### src/rtl/apb_req_pkg.sv
// Shared types for the APB request master: FSM states, queued request record and bus widths.
package apb_req_pkg;

    localparam int APB_ADDR_W = 16;
    localparam int APB_DATA_W = 32;

    typedef enum logic [1:0] {
        ST_IDLE   = 2'd0,
        ST_SETUP  = 2'd1,
        ST_ACCESS = 2'd2
    } apb_state_e;

    typedef struct packed {
        logic                  write;
        logic [APB_ADDR_W-1:0] addr;
        logic [APB_DATA_W-1:0] wdata;
    } req_t;

    localparam int REQ_W = $bits(req_t);

endpackage

### src/rtl/apb_req_fifo.sv
// Generic synchronous FIFO with registered ready (not-full) and empty flags.
// Latency: an entry pushed at edge N is presented at the head (out_vld) from edge N.
// Backpressure: in_rdy is registered and is low whenever the next edge would leave the FIFO full.
module apb_req_fifo #(
    parameter int DEPTH = 2,
    parameter int WIDTH = 8
) (
    input  logic             pclk,
    input  logic             preset,
    input  logic             in_vld,
    output logic             in_rdy,
    input  logic [WIDTH-1:0] in_dat,
    output logic             out_vld,
    input  logic             out_rdy,
    output logic [WIDTH-1:0] out_dat
);

    localparam int PTR_W = (DEPTH > 1) ? $clog2(DEPTH) : 1;
    localparam int CNT_W = $clog2(DEPTH + 1);

    if (DEPTH < 2 || (DEPTH & (DEPTH - 1)) != 0) begin : g_bad_depth
        $error("apb_req_fifo: DEPTH must be a power of two >= 2");
    end

    logic [WIDTH-1:0] mem_q [DEPTH];
    logic [PTR_W-1:0] wr_ptr_q, wr_ptr_d;
    logic [PTR_W-1:0] rd_ptr_q, rd_ptr_d;
    logic [CNT_W-1:0] cnt_q, cnt_d;
    logic             rdy_q, rdy_d;
    logic             empty_q, empty_d;
    logic             push, pop;

    assign push    = in_vld & rdy_q;
    assign pop     = out_rdy & ~empty_q;
    assign in_rdy  = rdy_q;
    assign out_vld = ~empty_q;
    assign out_dat = mem_q[rd_ptr_q];

    // Flags come from the next count so that they are exact registered values.
    always_comb begin
        wr_ptr_d = wr_ptr_q;
        rd_ptr_d = rd_ptr_q;
        cnt_d    = cnt_q;
        if (push) begin
            wr_ptr_d = wr_ptr_q + 1'b1;
        end
        if (pop) begin
            rd_ptr_d = rd_ptr_q + 1'b1;
        end
        if (push && !pop) begin
            cnt_d = cnt_q + 1'b1;
        end else if (pop && !push) begin
            cnt_d = cnt_q - 1'b1;
        end
        rdy_d   = (cnt_d != CNT_W'(DEPTH));
        empty_d = (cnt_d == '0);
    end

    always_ff @(posedge pclk or posedge preset) begin
        if (preset) begin
            wr_ptr_q <= '0;
            rd_ptr_q <= '0;
            cnt_q    <= '0;
            rdy_q    <= 1'b0;
            empty_q  <= 1'b1;
        end else begin
            wr_ptr_q <= wr_ptr_d;
            rd_ptr_q <= rd_ptr_d;
            cnt_q    <= cnt_d;
            rdy_q    <= rdy_d;
            empty_q  <= empty_d;
        end
    end

    always_ff @(posedge pclk) begin
        if (push) begin
            mem_q[wr_ptr_q] <= in_dat;
        end
    end

endmodule

### src/rtl/apb_req_master.sv
// APB master draining a request FIFO; optional ACCESS timeout under APB_REQ_MASTER_TIMEOUT_EN.
// Latency: request accepted at edge N into an idle master gives SETUP N+1, ACCESS N+2, rsp_valid N+3.
// Backpressure: req_ready is registered from FIFO occupancy; responses are pulses that cannot stall.
module apb_req_master
    import apb_req_pkg::*;
#(
    parameter int FIFO_DEPTH  = 2,
    parameter int TIMEOUT_CYC = 16
) (
    input  logic                  pclk,
    input  logic                  preset,
    input  logic                  req_valid,
    output logic                  req_ready,
    input  logic                  req_write,
    input  logic [APB_ADDR_W-1:0] req_addr,
    input  logic [APB_DATA_W-1:0] req_wdata,
    output logic                  rsp_valid,
    output logic [APB_DATA_W-1:0] rsp_rdata,
    output logic                  rsp_err,
    output logic [APB_ADDR_W-1:0] paddr,
    output logic [APB_DATA_W-1:0] pwdata,
    output logic                  pwrite,
    output logic                  psel,
    output logic                  penable,
    input  logic                  pready,
    input  logic [APB_DATA_W-1:0] prdata
);

    if (TIMEOUT_CYC < 2 || TIMEOUT_CYC > 255) begin : g_bad_timeout
        $error("apb_req_master: TIMEOUT_CYC must be in 2..255");
    end

    req_t                  req_dat;
    req_t                  fifo_dat;
    logic                  fifo_vld;
    logic                  fifo_pop;
    logic                  start;
    logic                  tmo_hit;

    apb_state_e            state_q, state_d;
    logic [APB_ADDR_W-1:0] paddr_q, paddr_d;
    logic [APB_DATA_W-1:0] pwdata_q, pwdata_d;
    logic                  pwrite_q, pwrite_d;
    logic                  rsp_valid_q, rsp_valid_d;
    logic [APB_DATA_W-1:0] rsp_rdata_q, rsp_rdata_d;

    assign req_dat = '{write: req_write, addr: req_addr, wdata: req_wdata};

    apb_req_fifo #(
        .DEPTH (FIFO_DEPTH),
        .WIDTH (REQ_W)
    ) u_fifo (
        .pclk    (pclk),
        .preset  (preset),
        .in_vld  (req_valid),
        .in_rdy  (req_ready),
        .in_dat  (req_dat),
        .out_vld (fifo_vld),
        .out_rdy (fifo_pop),
        .out_dat (fifo_dat)
    );

`ifdef APB_REQ_MASTER_TIMEOUT_EN
    logic [7:0] tmo_cnt_q, tmo_cnt_d;
    logic       rsp_err_q, rsp_err_d;

    // Abort on the cycle that would make the stalled-ACCESS count reach TIMEOUT_CYC.
    assign tmo_hit = (state_q == ST_ACCESS) && !pready && (tmo_cnt_q == 8'(TIMEOUT_CYC - 1));

    always_comb begin
        tmo_cnt_d = tmo_cnt_q;
        rsp_err_d = tmo_hit;
        if (state_q == ST_SETUP) begin
            tmo_cnt_d = '0;
        end else if (state_q == ST_ACCESS && !pready) begin
            tmo_cnt_d = tmo_cnt_q + 1'b1;
        end
    end

    always_ff @(posedge pclk or posedge preset) begin
        if (preset) begin
            tmo_cnt_q <= '0;
            rsp_err_q <= 1'b0;
        end else begin
            tmo_cnt_q <= tmo_cnt_d;
            rsp_err_q <= rsp_err_d;
        end
    end

    assign rsp_err = rsp_err_q;
`else
    assign tmo_hit = 1'b0;
    assign rsp_err = 1'b0;
`endif

    always_comb begin
        state_d     = state_q;
        paddr_d     = paddr_q;
        pwdata_d    = pwdata_q;
        pwrite_d    = pwrite_q;
        rsp_valid_d = 1'b0;
        rsp_rdata_d = '0;
        start       = 1'b0;
        fifo_pop    = 1'b0;

        case (state_q)
            ST_IDLE: begin
                start = fifo_vld;
            end
            ST_SETUP: begin
                state_d = ST_ACCESS;
            end
            ST_ACCESS: begin
                if (pready) begin
                    rsp_valid_d = 1'b1;
                    if (!pwrite_q) begin
                        rsp_rdata_d = prdata;
                    end
                    // Chain straight into the next SETUP so bursts have no idle gap.
                    if (fifo_vld) begin
                        start = 1'b1;
                    end else begin
                        state_d = ST_IDLE;
                    end
                end else if (tmo_hit) begin
                    rsp_valid_d = 1'b1;
                    state_d     = ST_IDLE;
                end
            end
            default: begin
                state_d = ST_IDLE;
            end
        endcase

        if (start) begin
            state_d  = ST_SETUP;
            fifo_pop = 1'b1;
            paddr_d  = fifo_dat.addr;
            pwdata_d = fifo_dat.wdata;
            pwrite_d = fifo_dat.write;
        end
    end

    always_ff @(posedge pclk or posedge preset) begin
        if (preset) begin
            state_q     <= ST_IDLE;
            paddr_q     <= '0;
            pwdata_q    <= '0;
            pwrite_q    <= 1'b0;
            rsp_valid_q <= 1'b0;
            rsp_rdata_q <= '0;
        end else begin
            state_q     <= state_d;
            paddr_q     <= paddr_d;
            pwdata_q    <= pwdata_d;
            pwrite_q    <= pwrite_d;
            rsp_valid_q <= rsp_valid_d;
            rsp_rdata_q <= rsp_rdata_d;
        end
    end

    // Decoded from the state flop so reset drops them without waiting for a clock.
    assign psel      = (state_q != ST_IDLE);
    assign penable   = (state_q == ST_ACCESS);
    assign paddr     = paddr_q;
    assign pwdata    = pwdata_q;
    assign pwrite    = pwrite_q;
    assign rsp_valid = rsp_valid_q;
    assign rsp_rdata = rsp_rdata_q;

endmodule

### config.mk
export PLATFORM = sky130hd
export DESIGN_NAME = apb_req_master
export DESIGN_NICKNAME = d
export VERILOG_FILES = /design/src/rtl/apb_req_pkg.sv /design/src/rtl/apb_req_fifo.sv /design/src/rtl/apb_req_master.sv
export SDC_FILE = /design/constraint.sdc
export NUM_CORES = 1
export LEC_CHECK = 0
export ABC_CLOCK_PERIOD_IN_PS = 6050
export BUFFER_PORTS_ARGS = -buffer_cell sky130_fd_sc_hd__buf_4
export CAP_MARGIN = 20
export CORE_MARGIN = 5
export CORE_UTILIZATION = 50
export CTS_BUF_LIST = sky130_fd_sc_hd__clkbuf_8
export DETAILED_ROUTE_END_ITERATION = 12
export MAX_ROUTING_LAYER = met4
export PLACE_DENSITY = 0.79
export RECOVER_POWER = 100
export REMOVE_ABC_BUFFERS = 1
export SYNTH_ARGS = -nofsm -noshare
export SYNTH_HDL_FRONTEND = slang
export SYNTH_HIERARCHICAL = 1
export SYNTH_SLANG_ARGS = --single-unit
### constraint.sdc
create_clock -name pclk -period 6.05 [get_ports pclk]
set_input_delay 0.9075 -clock pclk [delete_from_list [all_inputs] [get_ports pclk]]
set_output_delay 0.9075 -clock pclk [all_outputs]
set_load 0.02 [all_outputs]
==> impl_metrics.csv, run 1 <==
group,metric,value,unit
clock_network,cts-buffers-inserted,17,
sta,max_freq,299.7,MHz
global_route,grt_pass1_wl,21360,um
clock_network,cts_root_buffer,"clkbuf_8",
run,maxCapViolations,5,
sta,setup_viol,0,
placed_design,place_inst,710,
worst_setup_path,cp_max_fo,48,
global_route,grt_usage,0.1800,
worst_setup_path,start_kind,"primary input",
finish,syn_to_final_growth,20.98,%
synth,synth_top_area_share,0.4273,
worst_setup_path,cp.arrival,3.34,ns
synth,async_reset_ff_frac,0.4787,
pwr,vdd_drop_max,0.2438,mV
synth,synth_warnings,6,
floorplan,die_w,127.4,um
floorplan,num_rows,42,
sta,clock-skew-final,0.01042,ns
global_route,grt-ovfl-total,0,
placed_design,place_hpwl,9312,um
synth,ys_seq_area_frac,0.7545,
hold_path,hold_path.class,"in2async",
global_route,antenna_found_initial,1,
synth,synthFlopType,"edfxtp_1",
synth,yosysTopAreaCell,"edfxtp_1",
clock_network,postCtsHoldBufs,0,
clock_network,cts_setup_buffers,0,
sta,setup_tns,0,ns
placed_design,gp_congestion,0.8063,
worst_setup_path,crit_required,6.06,ns
synth,synth_edf_count,98,
synth,netlist_top_cells_area,"edfxtp_1 (43%), dfrtp_1 (32%), mux2_2 (16%)",
worst_setup_path,cp-endpoint,"u_fifo/mem_q[1][6]$_DFFE_PP_",
route,drt_wl_total,13500,um
pwr,cellLeakagePower,3.237,nW
synth,synth_cell_types,36,
clock_network,cts_tree,"done",
clock_network,cts_buffer_depth,2,
worst_setup_path,reg2reg_slack,2.78,ns
route,antenna_left,0,
worst_setup_path,crit_path_start,"req_valid",
finish,nets,639,
placed_design,pre_cts_slack,3.417,ns
synth,syn_area_per_cell,18.32,um^2
floorplan,dieArea,16220,um^2
finish,stdcell_area,8332,um^2
synth,netlist_area,6887,um^2
route,drtPass1Iterations,4,
placed_design,placed_cell_area,8325,um^2
floorplan,fp.coreArea,13400,um^2
sta,slew_violations,142,
status,failed_checks,"capacitance limit, slew limit",
worst_setup_path,criticalPathCategory,"in2reg",
clock_network,clock-sinks,188,
route,viasPerCell,5.054,
sta,rsz0062_at_grt,"no",
pwr,finalPower,0.004129,W
clock_network,cts_resized,0,
pwr,power_density,495.6,nW/um^2
route,num_vias,3760,
finish,finalNonFillerCells,744,
sta,fin_ws,2.713,ns
sta,finalHoldViolations,0,
clock_network,htreeDepth,4,
sta,finalCriticalPeriod,3.337,ns
worst_setup_path,worstReg2RegEnd,"u_fifo/mem_q[1][6]$_DFFE_PP_",
clock_network,clock_latency,0.45,ns
synth,ys_seq_elements,188,
route,drtIter0Drc,168,
floorplan,start_util,0.5139,
clock_network,clk_pin_slew,0.09,ns
status,outcome,"finished, violations left",
route,avgRoutedWirePerCell,18.14,um
sta,worst_pin_slew,2.966,ns
sta,max-slew-margin-rel,-0.9774,
floorplan,die_y,127.4,um
synth,postSynthCellCount,376,
sta,period_share,0.5516,
route,drc,0,
worst_setup_path,r2r_cells,2,
finish,drive_gt1_frac,0.3510,
worst_setup_path,r2r_start,"u_fifo/in_rdy$_DFF_PP0_",
worst_setup_path,cp-end-kind,"flop",
placed_design,io_buffers,169,
global_route,grt_pass1_vias,4207,
floorplan,boundaryPins,171,
global_route,grt_start_max_net_pins,85,
[worst min path at each step]
stage | slack (ns) | endpoint | from | depth (start not counted)
floorplan | 0.46 | u_fifo/wr_ptr_q$_DFFE_PP0N_ | u_fifo/wr_ptr_q$_DFFE_PP0N_ | 1
global placement | 0.48 | pwdata[24]$_DFFE_PP0P_ | pwdata[24]$_DFFE_PP0P_ | 1
detailed placement | 0.48 | pwdata[22]$_DFFE_PP0P_ | pwdata[22]$_DFFE_PP0P_ | 1
CTS | 0.35 | u_fifo/cnt_q[1]$_DFF_PP0_ | preset | 2
global route | 0.36 | u_fifo/cnt_q[1]$_DFF_PP0_ | preset | 2
finish | 0.37 | u_fifo/cnt_q[1]$_DFF_PP0_ | preset | 2
[sequential cells by signal, indices dropped and copies added, names as in the netlist]
name             cells
rsp_valid            1
paddr               16
rsp_rdata           32
pwdata              32
u_fifo/mem_q        98
u_fifo/wr_ptr_q      1
pwrite               1
u_fifo/cnt_q         2
state_q              2
u_fifo/empty_q       1
u_fifo/rd_ptr_q      1
u_fifo/in_rdy        1
[worst max-delay path, stage by stage]
cell	delay, ns
buf_4	0.11
and3_2	0.20
clkbuf_1	2.10
[routing by layer]
layer	GRT usage	up-vias	part of all wire
met3	0.06386	18	0.085
li1	-	1713	-
met1	0.2120	1865	0.40
met5	-	-	0
met4	0.06435	0	0.017
met2	0.2880	164	0.50
[power breakdown]
group / total, W / internal, W / switching [W] / leakage (nW)
combinational: 0.00133 / 0.000574 / 0.000755 / 0.995
sequential: 0.00193 / 0.00174 / 0.000181 / 2.03
clock: 0.000874 / 0.000450 / 0.000424 / 0.212
[placed cells by master, fill, tap and decap left out, drive strengths merged, types with 2 or more instances in the layout]
cell type,instances
dfrtp,89
nand2b,2
inv,7
nor2b,2
clkinvlp,4
and2,33
edfxtp,98
a21oi,4
nor3b,2
clkinv,4
and3,2
nand3b,2
nor2,3
clkbuf,157
nand3,2
bufinv,4
mux2,99
buf,36
nand2,3
xnor2,2
[kinds of logic after synthesis]
family          share of synthesized area
compound gates                   0.007268
xor+xnor                         0.002544
buf+inv                           0.01944
flops                              0.7545
mux                                0.1619
other cells                     0.0005445
simple gates                      0.05378
[synthesized netlist by cell type, types with 2 or more instances]
cell type,count
a21oi_1,3
and2_1,32
buf_2,5
buf_6,6
clkbuf_1,5
dfrtp_1,89
edfxtp_1,98
inv_1,4
mux2_1,3
mux2_2,96
nand2_1,3
nand2b_1,2
nand3_1,2
nand3b_1,2
nor2_1,3
nor2b_1,2
xnor2_1,2
[layout make-up]
type	instances	area [um^2]
multi-input cells	167	1545
clock buffers	17	234.0
flip-flops and latches	188	5197
repair buffers	176	920.9
well taps	176	220.2
clock inverters	15	195.2
fillers	1067	5069
inverters	4	16.27
diodes	1	2.502
[stage by stage]
| stage | utilization | hold WS [ns] |
|---|---|---|
| after detailed placement | 0.6213 | 0.4812 |
| after CTS | 0.6533 | 0.3545 |
| after global placement | 0.6202 | 0.4763 |
| after global routing | 0.6218 | 0.3609 |
| final | 0.6218 | 0.3650 |
| after floorplan | - | 0.4604 |
Power figures use the tool's default switching activity.
==> inputs of run 2 (changes only) <==
- ABC_CLOCK_PERIOD_IN_PS: 6050 -> 2800
- PLACE_DENSITY: 0.79 -> 0.82
- clock period: 6.05 -> 2.8 ns (I/O delays scaled with it)
==> run 2 against run 1 <==
  * The flow still finishes with violations (capacitance limit, slew limit)
  * Via count down 0.11%
  * Highest routed layer unchanged
  * Cell area grew 0.38%
  * Die area unchanged
  * Largest cell class unchanged
==> impl_metrics.csv, run 2 (synthesis results as in run 1) <==
group,metric,value,unit
finish,antenna_cells,0,
sta,period_share,0.7546,
worst_setup_path,criticalPathCategory,"reg2reg",
route,drtIter0Drc,205,
sta,setup_viol,0,
worst_setup_path,cp_cell_sequence,"nand2_1 > nor2_2 > buf_12",
floorplan,fp.coreArea,13400,um^2
floorplan,die_y,127.4,um
global_route,antenna_found_initial,0,
floorplan,num_rows,42,
pwr,power_density,1068,nW/um^2
route,avgRoutedWirePerCell,18.31,um
global_route,grt_pass1_vias,4323,
clock_network,cts-buffers-inserted,17,
worst_setup_path,cp_max_fo,32,
placed_design,place_hpwl,9669,um
floorplan,die_w,127.4,um
clock_network,cts_buffer_depth,2,
clock_network,cts_root_buffer,"clkbuf_8",
floorplan,dieArea,16220,um^2
clock_network,clock-sinks,188,
finish,largest_reg_flops,98,
sta,rsz0062_at_grt,"no",
finish,nets,641,
route,drt_wl_total,13640,um
route,num_vias,3756,
route,viasPerCell,5.042,
finish,syn_to_final_growth,21.44,%
sta,slew_violations,38,
sta,finalHoldViolations,0,
pwr,vdd_drop_max,0.5720,mV
worst_setup_path,cp-end-kind,"flop",
clock_network,clock_latency,0.45,ns
status,failed_checks,"capacitance limit, slew limit",
placed_design,gp_congestion,0.7729,
worst_setup_path,crit_path_start,"u_fifo/in_rdy$_DFF_PP0_",
sta,finalCriticalPeriod,2.113,ns
run,maxCapViolations,1,
worst_setup_path,r2r_start,"u_fifo/in_rdy$_DFF_PP0_",
pwr,finalPower,0.008930,W
hold_path,hold_path.class,"in2reg",
worst_setup_path,r2r_cells,3,
worst_setup_path,critical_path.max_stage_delay,0.82,ns
worst_setup_path,start_kind,"flop",
sta,clock-skew-final,0.01100,ns
clock_network,cts_setup_buffers,0,
route,antenna_left,0,
worst_setup_path,reg2reg_slack,0.69,ns
worst_setup_path,crit_required,2.94,ns
finish,layout_common_cells,"clkbuf_1 (112), edfxtp_1 (98), mux2_2 (95), dfrtp_1 (88), buf_4 (39)",
route,drtPass1Iterations,5,
sta,max_freq,473.3,MHz
global_route,grt_pass1_wl,21890,um
global_route,grt_start_max_net_pins,38,
finish,regMostFlops,"u_fifo/mem_q",
worst_setup_path,slowest_stage,"nor2_2",
clock_network,clk_pin_slew,0.09,ns
clock_network,cts_tree,"done",
finish,drive_gt1_frac,0.3550,
sta,worst_pin_slew,1.703,ns
pwr,cellLeakagePower,3.261,nW
global_route,grt-ovfl-total,0,
placed_design,io_buffers,169,
clock_network,postCtsHoldBufs,1,
worst_setup_path,cp-endpoint,"u_fifo/mem_q[0][11]$_DFFE_PP_",
worst_setup_path,worstReg2RegEnd,"u_fifo/mem_q[0][11]$_DFFE_PP_",
route,drc,0,
global_route,grt_usage,0.1832,
floorplan,boundaryPins,171,
clock_network,cts_resized,0,
worst_setup_path,cp.arrival,2.25,ns
finish,finalCoreUtilization,0.6241,
clock_network,htreeDepth,4,
floorplan,start_util,0.5139,
finish,final_common_cell,"clkbuf_1",
sta,max-slew-margin-rel,-0.1419,
status,outcome,"finished, violations left",
-- run 2: cell types whose count changed in the layout (fill, tap and decap cells not counted), moves of 2 or more --
cell	previous run	this run
buf_12	0	3
clkbuf_4	28	23
buf_4	35	39
and2_0	31	25
clkbuf_8	17	19
clkinv_2	2	4
and2_1	1	7
-- run 2: through the flow --
stage	hold slack [ns]	worst slack (ns)	cells	TNS [ns]	area (um^2)
floorplan	0.2102	-0.4238	359	-20.95	6768
finish	0.1702	0.6872	745	0	8363
global placement	0.3639	0.9504	712	0	8371
detailed placement	0.3653	0.8419	712	0	8371
CTS	0.1101	0.8458	745	0	8802
global route	0.1313	0.5038	745	0	8363
-- run 2: layer usage --
metal / global-route usage / routed length, um / share of wire / vias up
met2: 0.2995 / 6739 / 0.49 / 159
met5: - / 0 / 0 / -
met1: 0.2140 / 5586 / 0.41 / 1860
li1: - / - / - / 1714
met4: 0.06688 / 241 / 0.018 / 0
met3: 0.05843 / 1077 / 0.079 / 23
-- run 2: power breakdown --
part / switching [W] / internal, W
clock network: 0.000917 / 0.000936
registers: 0.000400 / 0.00375
logic: 0.00164 / 0.00128
total: 0.00296 / 0.00597
-- run 2: critical path, delay by kind of cell, from the launching register on --
family                 cells  cell delay [ns]
buffers and inverters      1             0.32
flip-flops                 1             0.47
AND/OR/NAND/NOR            2             1.01
-- run 2: worst min path at each step --
stage	slack (ns)	start	cells past startpoint	end
final	0.17	prdata[3]	2	rsp_rdata[3]$_DFF_PP0_
after detailed placement	0.37	preset	2	u_fifo/in_rdy$_DFF_PP0_
after floorplan	0.21	preset	1	u_fifo/cnt_q[0]$_DFF_PP0_
after CTS	0.11	req_addr[11]	1	u_fifo/mem_q[1][43]$_DFFE_PP_
after global routing	0.13	req_wdata[22]	1	u_fifo/mem_q[0][22]$_DFFE_PP_
after global placement	0.36	preset	2	u_fifo/in_rdy$_DFF_PP0_
-- run 2: final cells by class --
| type | instances | area [um^2] |
|---|---|---|
| sequential | 188 | 5197 |
| fill | 1053 | 5037 |
| multi-input combinational | 167 | 1551 |
| timing repair buffer | 178 | 955.9 |
| clock buffer | 19 | 261.5 |
| tap | 176 | 220.2 |
| clock inverter | 13 | 160.2 |
| inverter | 4 | 16.27 |
==> inputs of run 3 (changes only) <==
- ABC_AREA: unset -> 1
- ABC_CLOCK_PERIOD_IN_PS: 2800 -> 1800
- PLACE_DENSITY: 0.82 -> 0.81
- clock period: 2.8 -> 1.8 ns (I/O delays scaled with it)
==> run 3 against run 2 <==
  * The flow now finishes without violations
  * Via count grew 38%
  * Synthesized area grew 4.7%
  * Global-route usage rose by 2.6 points
  * Cell area grew 7.8%
  * Total power grew 58%
  * Clock skew up 0.0054 ns
  * Count of clock-buffer cells in the layout is 2 lower
  * Sequential share of layout area fell by 4.5 points
==> impl_metrics.csv, run 3 <==
group,metric,value,unit
finish,final_common_cell,"nand2_1",
synth,synth_edf_count,98,
floorplan,die_w,130.1,um
sta,slew_violations,0,
hold_path,hold_depth,3,
sta,worst_pin_slew,1.063,ns
finish,regMostFlops,"u_fifo/mem_q",
synth,syn_area_per_cell,11.34,um^2
route,viasPerCell,4.955,
hold_path,hold_path.class,"in2reg",
synth,async_reset_ff_frac,0.4787,
pwr,seq_power_share,0.448,
clock_network,htreeDepth,4,
clock_network,clock-sinks,188,
worst_setup_path,cp-end-kind,"flop",
synth,synthMuxAreaShare,0,
synth,yosysTopAreaCell,"edfxtp_1",
global_route,antenna_found_initial,0,
pwr,vdd_drop_max,0.8405,mV
synth,synth-simple-area-share,0.2319,
clock_network,cts_tree,"done",
global_route,grt_usage,0.2087,
worst_setup_path,worstReg2RegEnd,"u_fifo/mem_q[0][6]$_DFFE_PP_",
route,drc,0,
synth,yosys.area_share.xor_xnor,0.002430,
pwr,finalPower,0.01414,W
pwr,combPwrFrac,0.361,
synth,synthFlopType,"edfxtp_1",
sta,finalCriticalPeriod,1.655,ns
finish,drive_gt1_frac,0.1526,
floorplan,num_rows,43,
placed_design,gp_congestion,0.8141,
worst_setup_path,path_delay_family,"buffers and inverters",
floorplan,boundaryPins,171,
sta,clock-skew-final,0.01642,ns
hold_path,holdCritStartpoint,"prdata[16]",
floorplan,start_util,0.5154,
pwr,power_density,1569,nW/um^2
synth,postSynthCellCount,636,
pwr,p_int,0.008443,W
finish,largest_reg_flops,98,
sta,setup_viol,0,
finish,antenna_cells,0,
route,drt_wl_total,16660,um
synth,netlist_top_cells_area,"edfxtp_1 (41%), dfrtp_1 (31%), nand2_1 (14%)",
synth,yosysMostFrequentCell,"nand2_1",
sta,period_share,0.9195,
status,outcome,"complete, no violations",
clock_network,clk_pin_slew,0.09,ns
placed_design,pre_cts_slack,0.3784,ns
floorplan,dieArea,16920,um^2
clock_network,clock_latency,0.46,ns
worst_setup_path,critical_path.max_stage_delay,0.58,ns
synth,synth_warnings,6,
worst_setup_path,cp_max_fo,30,
finish,layout_common_cells,"nand2_1 (265), edfxtp_1 (98), clkbuf_1 (97), dfrtp_1 (88), nand3_1 (82)",
route,num_vias,5178,
sta,whs,0.05703,ns
worst_setup_path,crit_required,1.89,ns
worst_setup_path,criticalPathCategory,"reg2reg",
synth,synthAdderAreaFrac,0,
synth,ys_seq_area_frac,0.7208,
floorplan,die_y,130.1,um
placed_design,place_hpwl,9999,um
finish,nets,937,
synth,synthTopCellsByCount,"nand2_1 (260), edfxtp_1 (98), dfrtp_1 (89)",
sta,max_freq,604.2,MHz
clock_network,cts_setup_buffers,0,
finish,finalCoreUtilization,0.6443,
worst_setup_path,cp_cell_sequence,"nand2_1 > nor2_4 > buf_2",
clock_network,cts_buffer_depth,2,
pwr,cellLeakagePower,4.113,nW
run,maxCapViolations,0,
global_route,grt_start_max_net_pins,85,
finish,syn_to_final_growth,25.01,%
worst_setup_path,cp.arrival,1.74,ns
clock_network,cts-buffers-inserted,17,
placed_design,io_buffers,169,
worst_setup_path,r2r_start,"u_fifo/in_rdy$_DFF_PP0_",
synth,synth_top_area_share,0.4082,
sta,rsz0062_at_grt,"no",
sta,finalHoldViolations,0,
pwr,switching_share,0.4030,
worst_setup_path,reg2reg_slack,0.14,ns
synth,synth_cell_types,22,
clock_network,cts_root_buffer,"clkbuf_8",
sta,max-slew-margin-rel,0.2915,
global_route,grt_pass1_vias,5208,
global_route,grt_pass1_wl,26190,um
synth,netlist_area,7209,um^2
sta,fin_ws,0.1449,ns
synth,synth_top_family_by_area,"simple AND/OR/NAND/NOR gates",
synth,synth_compound_area_frac,0.0006942,
synth,ys_seq_elements,188,
route,avgRoutedWirePerCell,15.94,um
route,drtIter0Drc,306,
pwr,p_sw,0.005700,W
hold_path,whs_endpoint,"rsp_rdata[16]$_DFF_PP0_",
worst_setup_path,r2r_cells,3,
worst_setup_path,start_kind,"flop",
route,drtPass1Iterations,5,
worst_setup_path,path_buf_inv,1,
worst_setup_path,slowest_stage,"buf_2",
pwr,clock_power_share,0.190,
route,antenna_left,0,
global_route,grt-ovfl-total,0,
floorplan,fp.coreArea,13990,um^2
==> run 3: changes by cell type after synthesis, sizes merged, moves of 4 or more <==
| cell | previous run | this run |
|---|---|---|
| inv | 4 | 16 |
| buf | 12 | 34 |
| mux2 | 99 | 0 |
| a21oi | 4 | 0 |
| and2 | 33 | 0 |
| nand2 | 3 | 269 |
| nor2 | 3 | 37 |
| nand3 | 2 | 85 |
==> run 3: worst reg2reg max path: cells and delay by family (launching register included) <==
kind	cells	cell delay, ns
buf+inv	1	0.58
flops	1	0.36
simple gates	2	0.33
==> run 3: worst max-delay path by stage <==
stage	slack (ns)	from	cells after the start	endpoint
after floorplan	-1.31	u_fifo/in_rdy$_DFF_PP0_	2	u_fifo/mem_q[0][0]$_DFFE_PP_
after global placement	0.41	u_fifo/in_rdy$_DFF_PP0_	3	u_fifo/mem_q[0][28]$_DFFE_PP_
after detailed placement	0.38	u_fifo/empty_q$_DFF_PP1_	6	pwdata[16]$_DFFE_PP0P_
after CTS	0.11	state_q[0]$_DFFE_PP0P_	4	penable
after global routing	0.06	state_q[0]$_DFFE_PP0P_	4	penable
final	0.14	u_fifo/in_rdy$_DFF_PP0_	3	u_fifo/mem_q[0][6]$_DFFE_PP_
==> run 3: area by class of cell <==
class	instances	area [um^2]
clock inverters	15	148.9
clock buffers	17	234.0
well taps	180	225.2
repair buffers	234	1503
multi-input cells	395	1640
fillers	1162	4976
inverters	16	63.81
flip-flops and latches	188	5197
==> run 3: per-layer routing <==
| layer | global-route usage | vias up | share of wire |
|---|---|---|---|
| met3 | 0.04912 | 34 | 0.086 |
| li1 | - | 2490 | - |
| met1 | 0.2413 | 2415 | 0.38 |
| met5 | - | - | 0 |
| met2 | 0.3506 | 239 | 0.51 |
| met4 | 0.08741 | 0 | 0.021 |
==> run 3: cells by family (layout without fill, tap and decap cells) <==
logic type	after synthesis	in the layout
XOR/XNOR	2	2
flip-flops	188	188
AND/OR/NAND/NOR	391	391
other	1	1
buffers and inverters	53	282
AO/OA/AOI/OAI	1	1
==> run 3: stage by stage <==
stage / cell area (um^2) / TNS (ns) / std cells
floorplan: 6957 / -197.93 / 599
global placement: 8607 / 0 / 963
detailed placement: 8607 / 0 / 963
CTS: 9493 / 0 / 1045
global route: 9012 / 0 / 1045
finish: 9012 / 0 / 1045
==> run 3: timing repair <==
item | CTS | global route
endpoints found under the setup margin | 1 | 0
hold endpoints to repair | 188 | 0
hold buffers | 50 | 0
gates resized for setup | 1 | 0
==> run 3: power by group through the flow <==
stage / combinational [W] / clock [W] / sequential (W)
CTS: 0.00588 / 0.00276 / 0.00636
global placement: 0.00562 / 0 / 0.00640
floorplan: 0.00261 / 0 / 0.00719
detailed placement: 0.00576 / 0 / 0.00643
finish: 0.00511 / 0.00269 / 0.00634
global route: 0.00573 / 0.00295 / 0.00647
